`config.mk`:
```
export PLATFORM = sky130hd
export DESIGN_NAME = uart_tx_serializer
export DESIGN_NICKNAME = d
export VERILOG_FILES = /design/src/rtl/uart_tx_serializer.sv
export SDC_FILE = /design/constraint.sdc
export NUM_CORES = 1
export LEC_CHECK = 0
export ABC_AREA = 1
export CORE_UTILIZATION = 57
export CTS_BUF_LIST = sky130_fd_sc_hd__clkbuf_4 sky130_fd_sc_hd__clkbuf_8
export CTS_CLUSTER_SIZE = 12
export DETAILED_ROUTE_END_ITERATION = 8
export DONT_BUFFER_PORTS = 1
export PLACE_DENSITY = 0.72
export REMOVE_ABC_BUFFERS = 1
export SLEW_MARGIN = 5
export SYNTH_ARGS = -nofsm -noshare
export SYNTH_HDL_FRONTEND = slang
export SYNTH_SLANG_ARGS = --single-unit
```
`constraint.sdc`:
```
create_clock -name CLK -period 3.39 [get_ports CLK]
set_input_delay 0.339 -clock CLK [delete_from_list [all_inputs] [get_ports CLK]]
set_output_delay 0.339 -clock CLK [all_outputs]
set_load 0.01 [all_outputs]
```
`src/rtl/uart_tx_serializer.sv`:
```
// UART transmit serializer: start bit, DATA_WIDTH data bits LSB-first, optional
// even/odd parity bit, one stop bit. Bit period set by Prescale (0 treated as 1).
module uart_tx_serializer #(
    parameter int DATA_WIDTH = 8
) (
    input  logic                  CLK,
    input  logic                  RST,
    input  logic [DATA_WIDTH-1:0] P_DATA,
    input  logic                  Data_Valid,
    input  logic                  PAR_EN,
    input  logic                  PAR_TYP,
    input  logic [7:0]            Prescale,
    output logic                  TX_OUT,
    output logic                  Busy
);

    localparam int IDX_W = (DATA_WIDTH > 1) ? $clog2(DATA_WIDTH) : 1;
    localparam logic [IDX_W-1:0] LAST_IDX = IDX_W'(DATA_WIDTH - 1);

    typedef enum logic [2:0] {
        IDLE,
        START,
        DATA,
        PARITY,
        STOP
    } state_t;

    state_t                r_state;
    logic [DATA_WIDTH-1:0] r_data;
    logic                  r_par_en;
    logic                  r_par_typ;
    logic [7:0]            r_prescale;
    logic [7:0]            r_edge_cnt;
    logic [IDX_W-1:0]      r_idx;
    logic                  r_tx_out;
    logic                  r_busy;

    logic                  w_bit_end;
    logic                  w_parity;
    logic [IDX_W-1:0]      w_idx_next;

    assign w_bit_end  = (r_edge_cnt == (r_prescale - 8'd1));
    assign w_parity   = (^r_data) ^ r_par_typ;
    assign w_idx_next = r_idx + IDX_W'(1);

    assign TX_OUT = r_tx_out;
    assign Busy   = r_busy;

    always_ff @(posedge CLK or negedge RST) begin
        if (!RST) begin
            r_state    <= IDLE;
            r_data     <= '0;
            r_par_en   <= 1'b0;
            r_par_typ  <= 1'b0;
            r_prescale <= 8'd0;
            r_edge_cnt <= 8'd0;
            r_idx      <= '0;
            r_tx_out   <= 1'b1;
            r_busy     <= 1'b0;
        end else begin
            case (r_state)
                IDLE: begin
                    r_tx_out   <= 1'b1;
                    r_busy     <= 1'b0;
                    r_edge_cnt <= 8'd0;
                    r_idx      <= '0;
                    if (Data_Valid) begin
                        // Shadows freeze every frame parameter until the stop bit ends.
                        r_data     <= P_DATA;
                        r_par_en   <= PAR_EN;
                        r_par_typ  <= PAR_TYP;
                        r_prescale <= (Prescale == 8'd0) ? 8'd1 : Prescale;
                        r_tx_out   <= 1'b0;
                        r_busy     <= 1'b1;
                        r_state    <= START;
                    end
                end

                START: begin
                    if (w_bit_end) begin
                        r_edge_cnt <= 8'd0;
                        r_idx      <= '0;
                        r_tx_out   <= r_data[0];
                        r_state    <= DATA;
                    end else begin
                        r_edge_cnt <= r_edge_cnt + 8'd1;
                    end
                end

                DATA: begin
                    if (w_bit_end) begin
                        r_edge_cnt <= 8'd0;
                        if (r_idx == LAST_IDX) begin
                            if (r_par_en) begin
                                r_tx_out <= w_parity;
                                r_state  <= PARITY;
                            end else begin
                                r_tx_out <= 1'b1;
                                r_state  <= STOP;
                            end
                        end else begin
                            r_idx    <= w_idx_next;
                            r_tx_out <= r_data[w_idx_next];
                        end
                    end else begin
                        r_edge_cnt <= r_edge_cnt + 8'd1;
                    end
                end

                PARITY: begin
                    if (w_bit_end) begin
                        r_edge_cnt <= 8'd0;
                        r_tx_out   <= 1'b1;
                        r_state    <= STOP;
                    end else begin
                        r_edge_cnt <= r_edge_cnt + 8'd1;
                    end
                end

                STOP: begin
                    if (w_bit_end) begin
                        // Busy drops here; the next accept needs one more edge in IDLE.
                        r_edge_cnt <= 8'd0;
                        r_tx_out   <= 1'b1;
                        r_busy     <= 1'b0;
                        r_state    <= IDLE;
                    end else begin
                        r_edge_cnt <= r_edge_cnt + 8'd1;
                    end
                end

                default: begin
                    r_state  <= IDLE;
                    r_tx_out <= 1'b1;
                    r_busy   <= 1'b0;
                end
            endcase
        end
    end

endmodule

```
==> reports/qor.yml <==
finClkSkew_ps: 11.7
crit_type: "reg2reg"
peakVddDrop_v: 0.000265
min_path_cells: 1
area_growth_syn_to_layout_pct: 6.03
ys_ff_latch: 34
final_cell_mix: "nand2_1 (71), inv_1 (40), dfrtp_1 (33)"
syn_avg_cell_area_sq_um: 7.44
max_stage_delay_ps: 390
cp_max_fo: 11
cp_cell_sequence: "inv_1 -> ha_1 -> inv_1 -> nand2_1 -> nand3_1 -> nand2_1 -> nand2_1 -> nor2_1 -> nand2_1 -> nor2_1 -> nand2_2 -> nand2_2 -> nand2_1 -> nand2_1 -> nand2_1"
relSlewSlack_pct: 39.3
clk_latency_ps: 350
layout_commonest_cell: "nand2_1"
final_core_util_pct: 64.2
critPathLaunch: "r_prescale[0]$_DFFE_PN0P_"
worstHoldStart: "P_DATA[4]"
rrSetupSlack_ps: 1390
setup_viol: 0
drtPass1Iterations: 4
ioPinCount: 23
vias: 1691
hpwlAfterDp_mm: 2.94
diodes: 0
drv_slew: 0
hp-class: "in2reg"
drt_iter0_markers: 73
yosys_warnings: 0
finalCritPeriodShare_pct: 59.0
tightestPinTransition_ps: 909
cp-start-kind: "register"
cpMaxStageDelayCell: "dfrtp_1"
powerDensity_mw_per_mm2: 303
synth_cell_types: 25
grt_max_degree: 35
antenna_found_initial: 0
wire_per_inst_microns: 11.9
critPathCaptureType: "register"
die-height_microns: 62.0
coreArea_sq_mm: 0.00339
status: "finished clean"
hold_violations: 0
htreeDepth: 2
cts_buffers: 5
final_area_sq_mm: 0.00218
worstHoldEndpoint: "r_data[4]$_DFFE_PN0P_"
die_area_sq_mm: 0.00385
clkSinkCount: 34
syn_inst: 276
gp_congestion: 0.809
fin_tns_setup_ps: 0
vias_per_cell: 5.17
max_cap_viol_count: 0
start_util_pct: 60.6
wirelength_mm: 3.90
grt_util_all_layers_pct: 23.4
drive_above_1_share_pct: 8.54
max_freq_mhz: 500
first_global_vias: 1573
post_dp_cell_area_sq_mm: 0.00208
root_buffer: "clkbuf_4"
gr-total-overflow: 0
cts_tree: "done"
netlist_area_sq_mm: 0.00205
grt_pass1_wl_mm: 6.47
crit_top_cell: "nand2_1"
worstPathArrival_ps: 2240
r2r-end: "r_state[0]$_DFFE_PN0P_"
path_clk_slew_ps: 110
post-route-drc-count: 0
finalWorstPathRequiredPeriod_ps: 2000
portBuffers: 0
ant_nets: 0
rows: 21
rsz0062_at_grt: "no"
r2r_cells: 15
dieWidth_microns: 62.0
rr_startpoint: "r_prescale[0]$_DFFE_PN0P_"
ctsLongestPathBuffers: 2
num-nets-final: 305
cp.required_ps: 3630
yosysSeqAreaShare_pct: 41.5
p_leak_nw: 1.13
post_cts_buffers: 0
-- cell type report --
class	instances	area, sq um
timing repair buffer	2	30.0
multi-input combinational	197	1020
clock buffer	6	51.3
inverter	40	150
sequential	34	852
tap	46	57.6
clock inverter	2	12.5
fill	313	1210
-- per-layer routing --
layer  track usage (%)  up-vias  share of wire, %
met5                 0        -                 0
met4              10.8        0               1.4
met3              6.21        6               4.4
met2              40.7       27                50
met1              26.8      772                44
li1                  -      886                 -
-- kinds of logic after synthesis --
family,synth area share (%)
AO/OA/AOI/OAI,8.23
AND/OR/NAND/NOR,28.8
flip-flops,41.5
adder cells (fa/ha/maj),2.44
multiplexers,4.81
buffers and inverters,8.65
XOR/XNOR,5.55
-- power by group --
| part | switching [mW] | internal, mW |
|---|---|---|
| logic | 0.00922 | 0.00391 |
| clock network | 0.142 | 0.0996 |
| registers | 0 | 0.405 |
| total | 0.151 | 0.509 |
-- synthesized netlist by cell type (all sizes together) --
master | n | area, sq um
nand3 | 27 | 135
nor4 | 1 | 6.26
a21o | 1 | 7.51
nor3 | 6 | 30.0
mux2 | 7 | 78.8
o211ai | 1 | 7.51
nand2 | 75 | 292
a21oi | 9 | 45.0
nand4 | 1 | 6.26
mux2i | 2 | 20.0
buf | 2 | 16.3
dfstp | 1 | 26.3
clkbuf | 3 | 11.3
o22ai | 7 | 43.8
nand2b | 1 | 6.26
xnor2 | 6 | 52.6
o21ai | 13 | 65.1
dfrtp | 33 | 826
xor2 | 7 | 61.3
inv | 40 | 150
nor2 | 29 | 116
ha | 4 | 50.1
-- registers in the layout, indices dropped and copies added, names as in the netlist --
register and flops:
r_par_en 1, TX_OUT 1, r_state 3, r_edge_cnt 8, r_data 8, Busy 1
r_par_typ 1, r_prescale 8, r_idx 3
-- worst max path at each step --
stage	slack [ps]	end
floorplan	1640	r_state[1]$_DFFE_PN0P_
global placement	1460	r_state[1]$_DFFE_PN0P_
detailed placement	1410	r_state[0]$_DFFE_PN0P_
CTS	1390	r_state[1]$_DFFE_PN0P_
global route	1040	r_state[0]$_DFFE_PN0P_
finish	1390	r_state[0]$_DFFE_PN0P_
-- critical path: cells and delay by family (launching register included) --
family / cells / cell delay (ps)
AND/OR/NAND/NOR: 12 / 1030
buffers and inverters: 2 / 240
flip-flops: 1 / 390
adder cells (fa/ha/maj): 1 / 250
-- stage by stage --
step,power (mW),hold slack [ps],instances,worst slack [ps]
after floorplan,0.415,43.4,271,1640
after CTS,0.669,119,327,1390
after global routing,0.684,108,327,1040
final,0.660,131,327,1390
after global placement,0.415,44.1,317,1460
after detailed placement,0.415,44.2,317,1410
-- timing repair --
| item | CTS | global route |
|---|---|---|
| hold endpoints to repair | 34 | 0 |
| hold buffers | 2 | 0 |
| setup endpoints to repair | 0 | 0 |
| resized for setup | 0 | 0 |
Power figures use the tool's default switching activity.
==> edit (same settings) <==
Set the parameter `DATA_WIDTH` to 16 (it was 8).
--- a/src/rtl/uart_tx_serializer.sv
+++ b/src/rtl/uart_tx_serializer.sv
@@ -2,5 +2,5 @@
 // even/odd parity bit, one stop bit. Bit period set by Prescale (0 treated as 1).
 module uart_tx_serializer #(
-    parameter int DATA_WIDTH = 8
+    parameter int DATA_WIDTH = 16
 ) (
     input  logic                  CLK,
Interface: changed (resized P_DATA); port bits go from 23 to 31. No check against the original RTL was run, so the function may have changed too.
==> edit against the unedited design <==
- final area up 33%
- area after synthesis rose by 32%
- sequential cell count is 9 higher
- utilization is 0.70 points higher
- worst setup slack got worse by 200 ps
- global-route usage is 1.0 points higher
- routed wire length increased by 41%
- critical path type unchanged
Power is left out: it rests on default switching activity, and per cell area and clock period it moved more than threefold.
==> edit: results (changes against the unedited design) <==
Synth
  – Most common library cells after synthesis: 136 x nand2_1, 45 x inv_1, 42 x dfrtp_1
  – Ys flop type: dfrtp_1
  – Async set or reset register ratio after synthesis: 100% (unchanged)
  – Register area share after synthesis: 39.8% (-1.7 points)
  – Synth warnings: 0 (unchanged)
  – Largest cells by area after synthesis: dfrtp_1 39%, nand2_1 19%, inv_1 6.2%, a21oi_1 5.7%, nor2_1 5.1%
  – Mean post-synth cell area: 6.93 um^2 (-6.9%)
  – Distinct cell type count after synthesis: 33 (+32%)

Clocking
  – CTS root buffer: clkbuf_8
  – CTS clk-pin slew, worst paths: 80 ps (-30 ps)
  – Clock Latency Late Sink: 290 ps (-60 ps)
  – CTS H-tree depth: 2 (unchanged)
  – Longest Clk Path Bufs: 2 (unchanged)
  – CTS buffer count: 5 (unchanged)

Global route
  – GR Util All Layers: 24.5% (+1.0 points)
  – Pin count of the biggest net entering global routing: 44 (+26%)
  – Initial antenna violation count: 0 (unchanged)
  – Vias in the first global route: 2128 (+35%)
  – First-pass GRT wire length: 9740 um (+51%)

Setup path
  – CP max stage cell: nand2_1
  – Crit-path leading delay family: simple AND/OR/NAND/NOR gates
  – Max incr delay on CP: 540 ps (+150 ps)
  – Worst-path fanout max: 28 (+17)

Route
  – Pre-antenna DRT Iters: 4 (unchanged)
  – Wirelength, routed: 5500 um (+41%)
  – Detailed router's first-iteration violation count: 111 (+52%)
  – Vias per cell: 5.28 (+2.0%)

Final layout
  – Max FFs per register: 16
  – Antenna cells: 0 (unchanged)
  – Fraction of layout cells with a size suffix above 1: 7.32% (-1.2 points)
  – Non-filler cells, final: 448 (+37%)
  – Top Registers: r_data (16), r_edge_cnt (8), r_prescale (8)
  – Final nets: 427 (+40%)

Placed design
  – IO buf count: 0 (unchanged)
  – Routability cong.: 0.830 (+2.5%)
  – Dpl cells: 438 (+38%)
  – Post-DP HPWL: 4140 um (+41%)

Outcome
  – Status: finished clean

Timing
  – Setup Skew: 6.39 ps (-5.30 ps)
  – Normalized max-slew margin: 38.3% (-0.97 points)

Hold path
  – Class of the worst hold path: input port to register
edit: changes by cell type after synthesis, moves of 5 or more:
cell     before  now
dfrtp_1      33   42
nor2_1       26   37
inv_1        40   45
o21ai_0      13   18
nand2_1      71  136
a21oi_1       9   31
nand3_1      27   21
edit: stage by stage:
stage	setup slack [ps]	cell area, um^2	hold slack (ps)
after global placement	1270	2760	44.3
after CTS	1180	2910	190
after floorplan	1390	2680	43.4
after detailed placement	1210	2760	44.7
final	1200	2910	193
after global routing	991	2910	187
edit: cell families after synthesis:
family / after synthesis / synth area share [%]
AOI/OAI and AO/OA: 65 / 13.1
DFF: 43 / 39.8
and+or+nand+nor: 209 / 32.3
buffers and inverters: 54 / 7.67
muxes: 3 / 1.25
xor gates and xnor gates: 14 / 4.53
adders and majority gates: 3 / 1.39
edit: worst paths after layout:
| check | from | endpoint | slack, ps | cells after the start |
|---|---|---|---|---|
| min reg2reg | r_idx[1] | r_idx[1] | 540 | 2 |
| min in group asynchronous | RST | Busy | 500 | 2 |
| min | Prescale[6] | r_prescale[6] | 190 | 1 |
| max reg2reg | r_state[0] | r_prescale[6] | 1200 | 6 |
| max in group asynchronous | RST | TX_OUT | 2610 | 2 |
| max | r_state[0] | r_prescale[6] | 1200 | 6 |
edit: final cells by class:
class | instances | area [um^2]
inverter | 47 | 176
fill | 404 | 1570
timing repair buffer | 4 | 45.0
tap | 52 | 65.1
multi-input combinational | 294 | 1420
clock inverter | 2 | 35.0
sequential | 43 | 1080
clock buffer | 6 | 82.6
edit: timing repair:
| item | 4_1_cts | 5_1_grt |
|---|---|---|
| gates resized for setup | 0 | 0 |
| setup buffers | 0 | 0 |
| hold buffers | 2 | 0 |
| endpoints found under the hold margin | 43 | 0 |
edit: metal layers:
metal  wire length [um]  vias to the layer above  GRT usage [%]  share of wire, %
li1                   -                     1248              -                 -
met1               2870                     1066           35.9                52
met2               2350                       43           37.8                43
met3                220                        7           3.99               4.0
met4                 63                        0           6.67               1.1
met5                  0                        -              0                 0
